$ cat src/rtl/sr_latch.sv
// rtl/sr_latch.sv - clocked NAND SR latch model with forbidden-state and race flagging
module sr_latch #(
    parameter int   SYNC_STAGES = 0,
    parameter int   RACE_POLICY = 0,
    parameter logic RESET_Q     = 1'b0
) (
    input  logic clk,
    input  logic rst_n,
    input  logic s,
    input  logic r,
    input  logic clr_err,
    output logic q,
    output logic qbar,
    output logic invalid,
    output logic race,
    output logic race_sticky
);

    logic ss;
    logic rs;

    generate
        if (SYNC_STAGES == 0) begin : g_direct
            assign ss = s;
            assign rs = r;
        end else begin : g_sync
            logic [SYNC_STAGES-1:0] s_sync;
            logic [SYNC_STAGES-1:0] r_sync;

            always_ff @(posedge clk) begin
                if (!rst_n) begin
                    s_sync <= '1;
                    r_sync <= '1;
                end else begin
                    s_sync[0] <= s;
                    r_sync[0] <= r;
                    for (int i = 1; i < SYNC_STAGES; i++) begin
                        s_sync[i] <= s_sync[i-1];
                        r_sync[i] <= r_sync[i-1];
                    end
                end
            end

            assign ss = s_sync[SYNC_STAGES-1];
            assign rs = r_sync[SYNC_STAGES-1];
        end
    endgenerate

    logic       last_valid;
    logic [1:0] prev_pair;
    logic       race_hit;
    logic       race_q;

    // Leaving the forbidden state straight into hold is the only race; exits to set/reset are plain writes.
    assign race_hit = (prev_pair == 2'b00) && ({ss, rs} == 2'b11);

    always_comb begin
        race_q = last_valid;
        if (RACE_POLICY == 1) begin
            race_q = 1'b0;
        end else if (RACE_POLICY == 2) begin
            race_q = 1'b1;
        end
    end

    always_ff @(posedge clk) begin
        if (!rst_n) begin
            q           <= RESET_Q;
            qbar        <= ~RESET_Q;
            invalid     <= 1'b0;
            race        <= 1'b0;
            race_sticky <= 1'b0;
            last_valid  <= RESET_Q;
            prev_pair   <= 2'b11;
        end else begin
            prev_pair <= {ss, rs};
            invalid   <= 1'b0;
            race      <= 1'b0;
            case ({ss, rs})
                2'b01: begin
                    q          <= 1'b1;
                    qbar       <= 1'b0;
                    last_valid <= 1'b1;
                end
                2'b10: begin
                    q          <= 1'b0;
                    qbar       <= 1'b1;
                    last_valid <= 1'b0;
                end
                2'b00: begin
                    q       <= 1'b1;
                    qbar    <= 1'b1;
                    invalid <= 1'b1;
                end
                default: begin
                    if (race_hit) begin
                        q    <= race_q;
                        qbar <= ~race_q;
                        race <= 1'b1;
                    end
                end
            endcase
            // A race in the same cycle as a clear must leave the flag set.
            if (race_hit) begin
                race_sticky <= 1'b1;
            end else if (clr_err) begin
                race_sticky <= 1'b0;
            end
        end
    end

endmodule

$ cat config.mk
export PLATFORM = sky130hd
export DESIGN_NAME = sr_latch
export DESIGN_NICKNAME = d
export VERILOG_FILES = /design/src/rtl/sr_latch.sv
export SDC_FILE = /design/constraint.sdc
export NUM_CORES = 1
export LEC_CHECK = 0
export ABC_AREA = 1
export BUFFER_PORTS_ARGS = -buffer_cell sky130_fd_sc_hd__buf_2
export CORE_AREA = 4 4 41 43
export CTS_BUF_LIST = sky130_fd_sc_hd__clkbuf_16
export DETAILED_ROUTE_END_ITERATION = 10
export DIE_AREA = 0 0 45 47
export PLACE_DENSITY = 0.61
export RECOVER_POWER = 25
export SYNTH_ARGS = -nofsm -noshare
export SYNTH_HDL_FRONTEND = slang
export SYNTH_SLANG_ARGS = --single-unit
$ cat constraint.sdc
create_clock -name clk -period 1 [get_ports clk]
set_input_delay 0.05 -clock clk [delete_from_list [all_inputs] [get_ports clk]]
set_output_delay 0.05 -clock clk [all_outputs]
set_load 0.03 [all_outputs]
==> metrics.cfg, run 1 <==
[status]
status = finished clean

[place]
dp_hpwl_um = 584
dp_cells = 83
io_buffers = 9
place_congestion = 0.764

[timing]
worstMarginPinSlew_ns = 0.207
fmax_mhz = 1230
fin_tns_setup_ns = 0
post-route-min-period_ns = 0.815
fin_skew_ns = 0.00187
slew_viol_final = 0
finalHoldViolations = 0
slew_headroom_pct = 86.1
timing.hold.ws_ns = 0.0605
rsz0062_at_grt = false
period_share_pct = 81.5
setup_viol = 0

[worst_setup_path]
crit_cells = 9
crit_type = input pin to flip-flop
max_stage_delay_ns = 0.24
cp.required_ns = 1.12
rrSetupSlack_ns = 0.19
start_kind = input pin
cp-startpoint = s
reg2reg_to = qbar
crit_fanout = 4
worst-r2r-cell-count = 4
cp-endpoint = q
crit_slowest_cell = ha_1
reg2reg_from = prev_pair[1]
cp-end-kind = flip-flop
critical_path_buf_inv_count = 3
worstPathArrival_ns = 0.94
path_delay_family = simple AND/OR/NAND/NOR gates
path_cells = buf_2 -> inv_1 -> ha_1 -> inv_1 -> nand2_1 -> nor2_1 -> nand3_1 -> nand2_1 -> nor2_1

[clock_network]
ctsResizeCount = 0
cts_max_level = 1
cts_root_buf = clkbuf_16
clk_pin_slew_ns = 0.04
clk_latency_ns = 0.23
ctsLongestPathBuffers = 2
hold_buffers = 0
cts_sinks = 8
cts_tree = done
numCtsBuffers = 3
cts_setup_buffers = 0

[layout]
layout.nets = 83
seq_area_sq_um = 160
multi_input_area_sq_um = 188
layout-area-overhead-vs-synth_pct = 45.3
fin_cells = 86
utilization_pct = 43.5
n_antenna_cell = 0
drive_above_1_share_pct = 23.9
layout_commonest_cell = nand2_1
layout_common_cells = nand2_1 (13), inv_1 (11), buf_2 (9)
fillCellCount = 144

[power]
pwr-share-clk_pct = 58.3
pwr-share-comb_pct = 11.4
power_uw = 1150
vdd_drop_max_uv = 793
p_per_area_nw_per_um2 = 2030
p_int_uw = 908
seqPwrFrac_pct = 30.3
p_sw_uw = 240
swShare_pct = 20.9
leakage_uw = 0.000312

[detailed_routing]
viasPerCell = 4.31
routed_wl_um = 750
drtIter0Drc = 3
wire_per_inst_um = 8.72
drtAntennaViolNets = 0
vias = 371
firstDrtPassIters = 3
drc = 0

[grt]
grt.total_usage_pct = 9.44
grt_pass1_vias = 330
grt_remaining_overflow = 0
grt_pass1_wl_um = 1240
grt_max_degree = 8
antenna_found_initial = 0

[yosys]
syn_avg_cell_area_sq_um = 7.21
seq_area_frac_synth_pct = 41.2
synthDistinctLibCells = 9
synthTopCellsByArea = dfxtp_1 (41%), ha_1 (16%), nand2_1 (13%)
synthCells = 54
synth.top_cell.area_share_pct = 41.2
yosysTopAreaCell = dfxtp_1
synth-seq-cells = 8
syn_nets = 64
synth_warnings = 0
netlist_area_sq_um = 389

[floorplanning]
start_util_pct = 29.9
dieArea_sq_um = 2120
die_width_um = 45
design.core.area_sq_um = 1300
die_y_um = 47
top_level_ports = 10
core.rowCount = 13

[min_path]
hold_path_class = input pin to flip-flop

[job]
cap_violations = 0

metal layers:
layer	share of wire (%)	global-route usage, %
met1	42	9.20
met4	7.5	14.0
met5	0	0
met3	5.2	3.83
met2	45	12.7
area by class of cell:
type | instances | area share [%]
inverter | 11 | 7.30
timing repair buffer | 14 | 14.6
clock buffer | 3 | 13.3
tap | 15 | 3.32
multi-input combinational | 35 | 33.2
sequential | 8 | 28.3
Yosys cell counts, drive strengths merged:
master	number
nor4	1
dfxtp	8
ha	5
nand2	13
inv	11
nand3	3
o21ai	3
a21oi	2
nor2	8
power by group through the flow:
stage	Clock (uW)	Sequential [uW]	Combinational, uW
6_report	669	348	131
5_1_grt	700	349	152
4_1_cts	683	348	134
3_5_place_dp	0	353	133
3_3_place_gp	0	353	130
2_1_floorplan	0	373	60.5
flip-flops by register name (all words and copies together) (netlist names):
signal / flops
q: 1
prev_pair: 2
qbar: 1
race_sticky: 1
invalid: 1
last_valid: 1
race: 1
through the flow:
stage	cell area (sq um)	worst slack, ns
floorplan	389	0.172
global placement	490	-0.0436
detailed placement	490	-0.0635
CTS	566	0.170
global route	566	0.0229
finish	566	0.185
cell families after synthesis:
kind of cell	share of synthesized area, %
simple gates	25.7
buf+inv	10.6
flops	41.2
compound gates	6.43
fa+ha+maj	16.1
worst min path at each step:
stage | from | to | slack [ns] | depth (start not counted)
after CTS | rst_n | prev_pair[1] | 0.06 | 2
final | rst_n | prev_pair[0] | 0.06 | 2
after global routing | rst_n | prev_pair[0] | 0.07 | 2
after detailed placement | rst_n | prev_pair[1] | 0.30 | 2
after floorplan | rst_n | prev_pair[0] | 0.12 | 1
after global placement | rst_n | prev_pair[0] | 0.29 | 2
No activity file was read; power rests on OpenSTA's default activity.
==> inputs of run 2 (changes only) <==
Settings changed: ABC_AREA 1 to 0, PLACE_DENSITY 0.61 to 0.6.
Clock period 1 ns to 0.8 ns, I/O delays scaled along.
==> run 2 against run 1 <==
Against the previous run: the flow now finishes with violations (setup timing); sequential share of layout area is 1.8 points lower; first-iteration DRC count grew 33%; die area did not move; synthesized cell count down 31%; combinational power rose by 40%; largest cell class unchanged; hold slack got worse by 0.023 ns.
==> metrics.cfg, run 2 <==
[yosys]
seq_area_frac_synth_pct = 42.8
netlist_area_sq_um = 374
synth.top_cell.area_share_pct = 42.8
synth_warnings = 0
async_reset_ff_share_pct = 0
synth_ff_type = dfxtp_1
ys_top_cells_by_count = dfxtp_1 (8), ha_1 (5), nand2_1 (5)
syn_avg_cell_area_sq_um = 10.1
synth.most_common_cell = dfxtp_1
synth-edff-count = 0
synthDistinctLibCells = 21
yosysTopAreaCell = dfxtp_1
synth-seq-cells = 8
synthCells = 37
synthTopCellsByArea = dfxtp_1 (43%), ha_1 (17%), nand2_1 (5.0%)
syn_nets = 47

[timing]
worstMarginPinSlew_ns = 0.231
slew_viol_final = 0
finalHoldViolations = 0
setup_viol = 4
rsz0062_at_grt = true
period_share_pct = 119
fin_skew_ns = 0.00422
setup_slack_ns = -0.149
slew_headroom_pct = 84.6
post-route-min-period_ns = 0.949
fmax_mhz = 1050

[clock_network]
cts_root_buf = clkbuf_16
cts_tree = done
cts_max_level = 1
numCtsBuffers = 3
cts_setup_buffers = 0
ctsLongestPathBuffers = 2
clk_pin_slew_ns = 0.04
cts_sinks = 8
hold_buffers = 0
clk_latency_ns = 0.23

[worst_setup_path]
worstPathArrival_ns = 1.11
reg2reg_from = prev_pair[0]
critical_path_buf_inv_count = 1
cp-startpoint = prev_pair[0]
cp-end-kind = flip-flop
path_cells = nor3b_4 -> buf_4 -> and3_1
crit_fanout = 4
cp.required_ns = 0.97
crit_type = flip-flop to flip-flop
crit_slowest_cell = dfxtp_2
max_stage_delay_ns = 0.32
start_kind = flip-flop
path_delay_family = simple AND/OR/NAND/NOR gates

[grt]
grt_max_degree = 10
antenna_found_initial = 0
grt.total_usage_pct = 8.00
grt_pass1_wl_um = 1130
grt_remaining_overflow = 0
grt_pass1_vias = 282

[layout]
fin_cells = 66
layout_common_cells = dfxtp_1 (6), nand2_1 (5), buf_2 (5), buf_4 (5), clkbuf_16 (3)
n_antenna_cell = 0
seq_area_sq_um = 163
final_area_sq_um = 613
largest_reg_flops = 2
layout.nets = 63
layout_commonest_cell = dfxtp_1
drive_above_1_share_pct = 52.9
multi_input_area_sq_um = 246
fillCellCount = 125
largest_register = prev_pair
layout-area-overhead-vs-synth_pct = 63.9

[detailed_routing]
vias = 296
drtIter0Drc = 4
firstDrtPassIters = 4
drtAntennaViolNets = 0
routed_wl_um = 733
viasPerCell = 4.48
wire_per_inst_um = 11.1
drc = 0

[place]
io_buffers = 9
dp_hpwl_um = 586
place_congestion = 0.718
dpl_cell_area_sq_um = 520
dp_cells = 63

[floorplanning]
die_width_um = 45
core.rowCount = 13
start_util_pct = 28.8
design.core.area_sq_um = 1300
top_level_ports = 10
die_y_um = 47
dieArea_sq_um = 2120

[power]
vdd_drop_max_uv = 1120
power_uw = 1450
p_per_area_nw_per_um2 = 2360
leakage_uw = 0.000278

[status]
status = finished with violations
failed_checks = setup timing

[min_path]
hold_path_class = input pin to flip-flop
hold_path.startpoint = s

[job]
cap_violations = 0

-- run 2: cell families after synthesis --
group                      count (synthesis)  synth area share, %
adders and majority gates                  5                 16.7
buffers and inverters                      3                 3.01
and+or+nand+nor                           15                 24.8
DFF                                        8                 42.8
AOI/OAI and AO/OA                          6                 12.7
-- run 2: path summary, 6_finish.rpt --
| kind | depth (start not counted) | slack [ns] | endpoint |
|---|---|---|---|
| max | 3 | -0.15 | race |
| min | 3 | 0.04 | prev_pair[1] |
| max reg2reg | 3 | -0.15 | race |
| min reg2reg | 2 | 0.46 | q |
-- run 2: layout make-up --
type	count	area share, %
clock buffer	3	12.2
inverter	2	4.08
multi-input combinational	26	40.2
sequential	8	26.5
tap	15	3.06
timing repair buffer	12	13.9
-- run 2: per-layer routing --
metal	GRT usage [%]	share of wire [%]	vias up
met5	0	0	-
met4	7.02	1.4	0
met3	3.83	10	2
met2	13.0	47	10
met1	7.57	42	128
li1	-	-	156
-- run 2: power breakdown --
part | internal (uW) | total (uW) | switching [uW]
Sequential | 424 | 436 | 12.3
Clock | 644 | 829 | 185
Combinational | 91.6 | 184 | 92.2
Total | 1160 | 1450 | 290
-- run 2: worst register-to-register path, stage by stage, from the launching register on --
cell and delay, ns:
dfxtp_2 0.32, nor3b_4 0.26, buf_4 0.16, and3_1 0.15
-- run 2: metrics by stage --
step,setup TNS [ns],hold WS (ns),setup WS [ns],utilization (%)
floorplan,-0.308,0.123,-0.175,-
global placement,-1.33,0.301,-0.444,40.0
detailed placement,-1.43,0.301,-0.456,40.0
CTS,-0.617,0.0345,-0.175,46.7
global route,-0.792,0.0377,-0.218,47.1
finish,-0.520,0.0376,-0.149,47.1
-- run 2: what timing repair did --
item | in CTS | in global routing
pin swaps | 0 | 1
gates cloned | 0 | 0
gates resized for setup | 4 | 4
endpoints found under the setup margin | 4 | 6
==> inputs of run 3 (changes only) <==
Settings changed: CTS_BUF_LIST sky130_fd_sc_hd__clkbuf_16 to sky130_fd_sc_hd__clkbuf_2 sky130_fd_sc_hd__clkbuf_4 sky130_fd_sc_hd__clkbuf_8.
==> run 3 against run 2 <==
Against the previous run: the run still ends with setup timing left; via count up 3.4%; clock-buffer cell count unchanged; first-iteration DRC count fell by 25%; global-route usage down 0.079 points; design area shrank 6.9%; cell count unchanged; critical path depth stayed put; highest routed layer unchanged.
==> metrics.cfg, run 3 (synthesis results as in run 2) <==
[clock_network]
cts_tree = done
clk_pin_slew_ns = 0.06
cts_root_buf = clkbuf_4
cts_sinks = 8
cts_max_level = 1
ctsLongestPathBuffers = 2
numCtsBuffers = 3
clk_latency_ns = 0.26
hold_buffers = 0

[timing]
period_share_pct = 120
finalHoldViolations = 0
slew_headroom_pct = 84.7
worstMarginPinSlew_ns = 0.230
setup_slack_ns = -0.159
timing.hold.ws_ns = 0.0313
post-route-min-period_ns = 0.959
fin_skew_ns = 0.00762
setup_viol = 4
fmax_mhz = 1040
slew_viol_final = 0
rsz0062_at_grt = true

[worst_setup_path]
worst-r2r-cell-count = 3
max_stage_delay_ns = 0.32
start_kind = flip-flop
cp-end-kind = flip-flop
crit_fanout = 4
crit_type = flip-flop to flip-flop
reg2reg_from = prev_pair[0]
cp-startpoint = prev_pair[0]
path_cells = nor3b_4 -> buf_4 -> and3_1
rrSetupSlack_ns = -0.16
cp.required_ns = 0.99
worstPathArrival_ns = 1.15
cp-endpoint = race
crit_slowest_cell = dfxtp_2
reg2reg_to = race

[detailed_routing]
drc = 0
wire_per_inst_um = 10.9
vias = 306
drtAntennaViolNets = 0
drtIter0Drc = 3
viasPerCell = 4.64
routed_wl_um = 720
firstDrtPassIters = 4

[grt]
grt_pass1_vias = 271
grt_max_degree = 10
grt.total_usage_pct = 7.92
grt_pass1_wl_um = 1120
antenna_found_initial = 0
grt_remaining_overflow = 0

[layout]
layout_common_cells = buf_4 (7), nand2_1 (5), clkbuf_4 (4), dfxtp_1 (4), dfxtp_2 (4)
utilization_pct = 43.8
layout-area-overhead-vs-synth_pct = 52.5
layout.nets = 63
n_antenna_cell = 0
drive_above_1_share_pct = 56.9
fin_cells = 66
layout_commonest_cell = buf_4
largest_reg_flops = 2
final_area_sq_um = 571
largest_register = prev_pair

[power]
pwr-share-clk_pct = 33.7
seqPwrFrac_pct = 46.5
pwr-share-comb_pct = 19.8
swShare_pct = 26.6
vdd_drop_max_uv = 714
leakage_uw = 0.000254
p_per_area_nw_per_um2 = 1650
p_int_uw = 690
p_sw_uw = 251

[place]
place_congestion = 0.718
pre_cts_slack_ns = -0.456
dp_hpwl_um = 586
dpl_cell_area_sq_um = 520
dp_cells = 63
io_buffers = 9

[floorplanning]
start_util_pct = 28.8
dieArea_sq_um = 2120
top_level_ports = 10
die_width_um = 45
die_y_um = 47
design.core.area_sq_um = 1300
core.rowCount = 13

[status]
failed_checks = setup timing
status = finished with violations

[job]
cap_violations = 0

[min_path]
hold_path_class = input pin to flip-flop

==> run 3: metal layers <==
layer	track usage (%)	wire (um)	vias to the layer above	part of all wire (%)
met2	12.4	329	14	46
met3	3.45	81	4	11
met5	0	0	-	0
met1	8.03	288	132	40
met4	7.02	20	0	2.8
li1	-	-	156	-
==> run 3: critical path, delay by kind of cell, from the launching register on <==
kind	cells	cell delay [ns]
AND/OR/NAND/NOR	2	0.41
flip-flops	1	0.32
buffers and inverters	1	0.16
==> run 3: how the worst min path moves through the flow <==
stage	from	to	slack, ns	cells after the start
2_1_floorplan	s	prev_pair[1]	0.12	2
3_3_place_gp	rst_n	prev_pair[0]	0.30	2
3_5_place_dp	rst_n	prev_pair[0]	0.30	2
4_1_cts	rst_n	prev_pair[0]	0.03	2
5_1_grt	rst_n	prev_pair[0]	0.03	2
6_report	rst_n	prev_pair[0]	0.03	2
==> run 3: cell type report <==
class,count,area (sq um)
Fill cell,136,731
Multi-Input combinational cell,26,246
Sequential cell,8,165
Timing Repair Buffer,12,92.6
Inverter,2,25.0
Clock buffer,3,22.5
Tap cell,15,18.8
==> run 3: repair_timing <==
action / 4_1_cts / 5_1_grt
resized for setup: 6 / 5
setup endpoints to repair: 8 / 7
pin swaps: 0 / 1
buffers inserted: 0 / 0
==> run 3: stage by stage <==
| step | TNS (ns) | power (uW) |
|---|---|---|
| 6_report | -0.554 | 941 |
| 5_1_grt | -0.835 | 996 |
| 4_1_cts | -0.659 | 951 |
| 3_5_place_dp | -1.43 | 617 |
| 3_3_place_gp | -1.33 | 614 |
| 2_1_floorplan | -0.308 | 559 |
==> run 3: power by group through the flow <==
stage	Combinational [uW]	Clock [uW]	Sequential (uW)
after floorplan	94.1	0	465
after global routing	200	355	441
after global placement	173	0	442
final	187	317	438
after detailed placement	175	0	442
after CTS	183	333	434
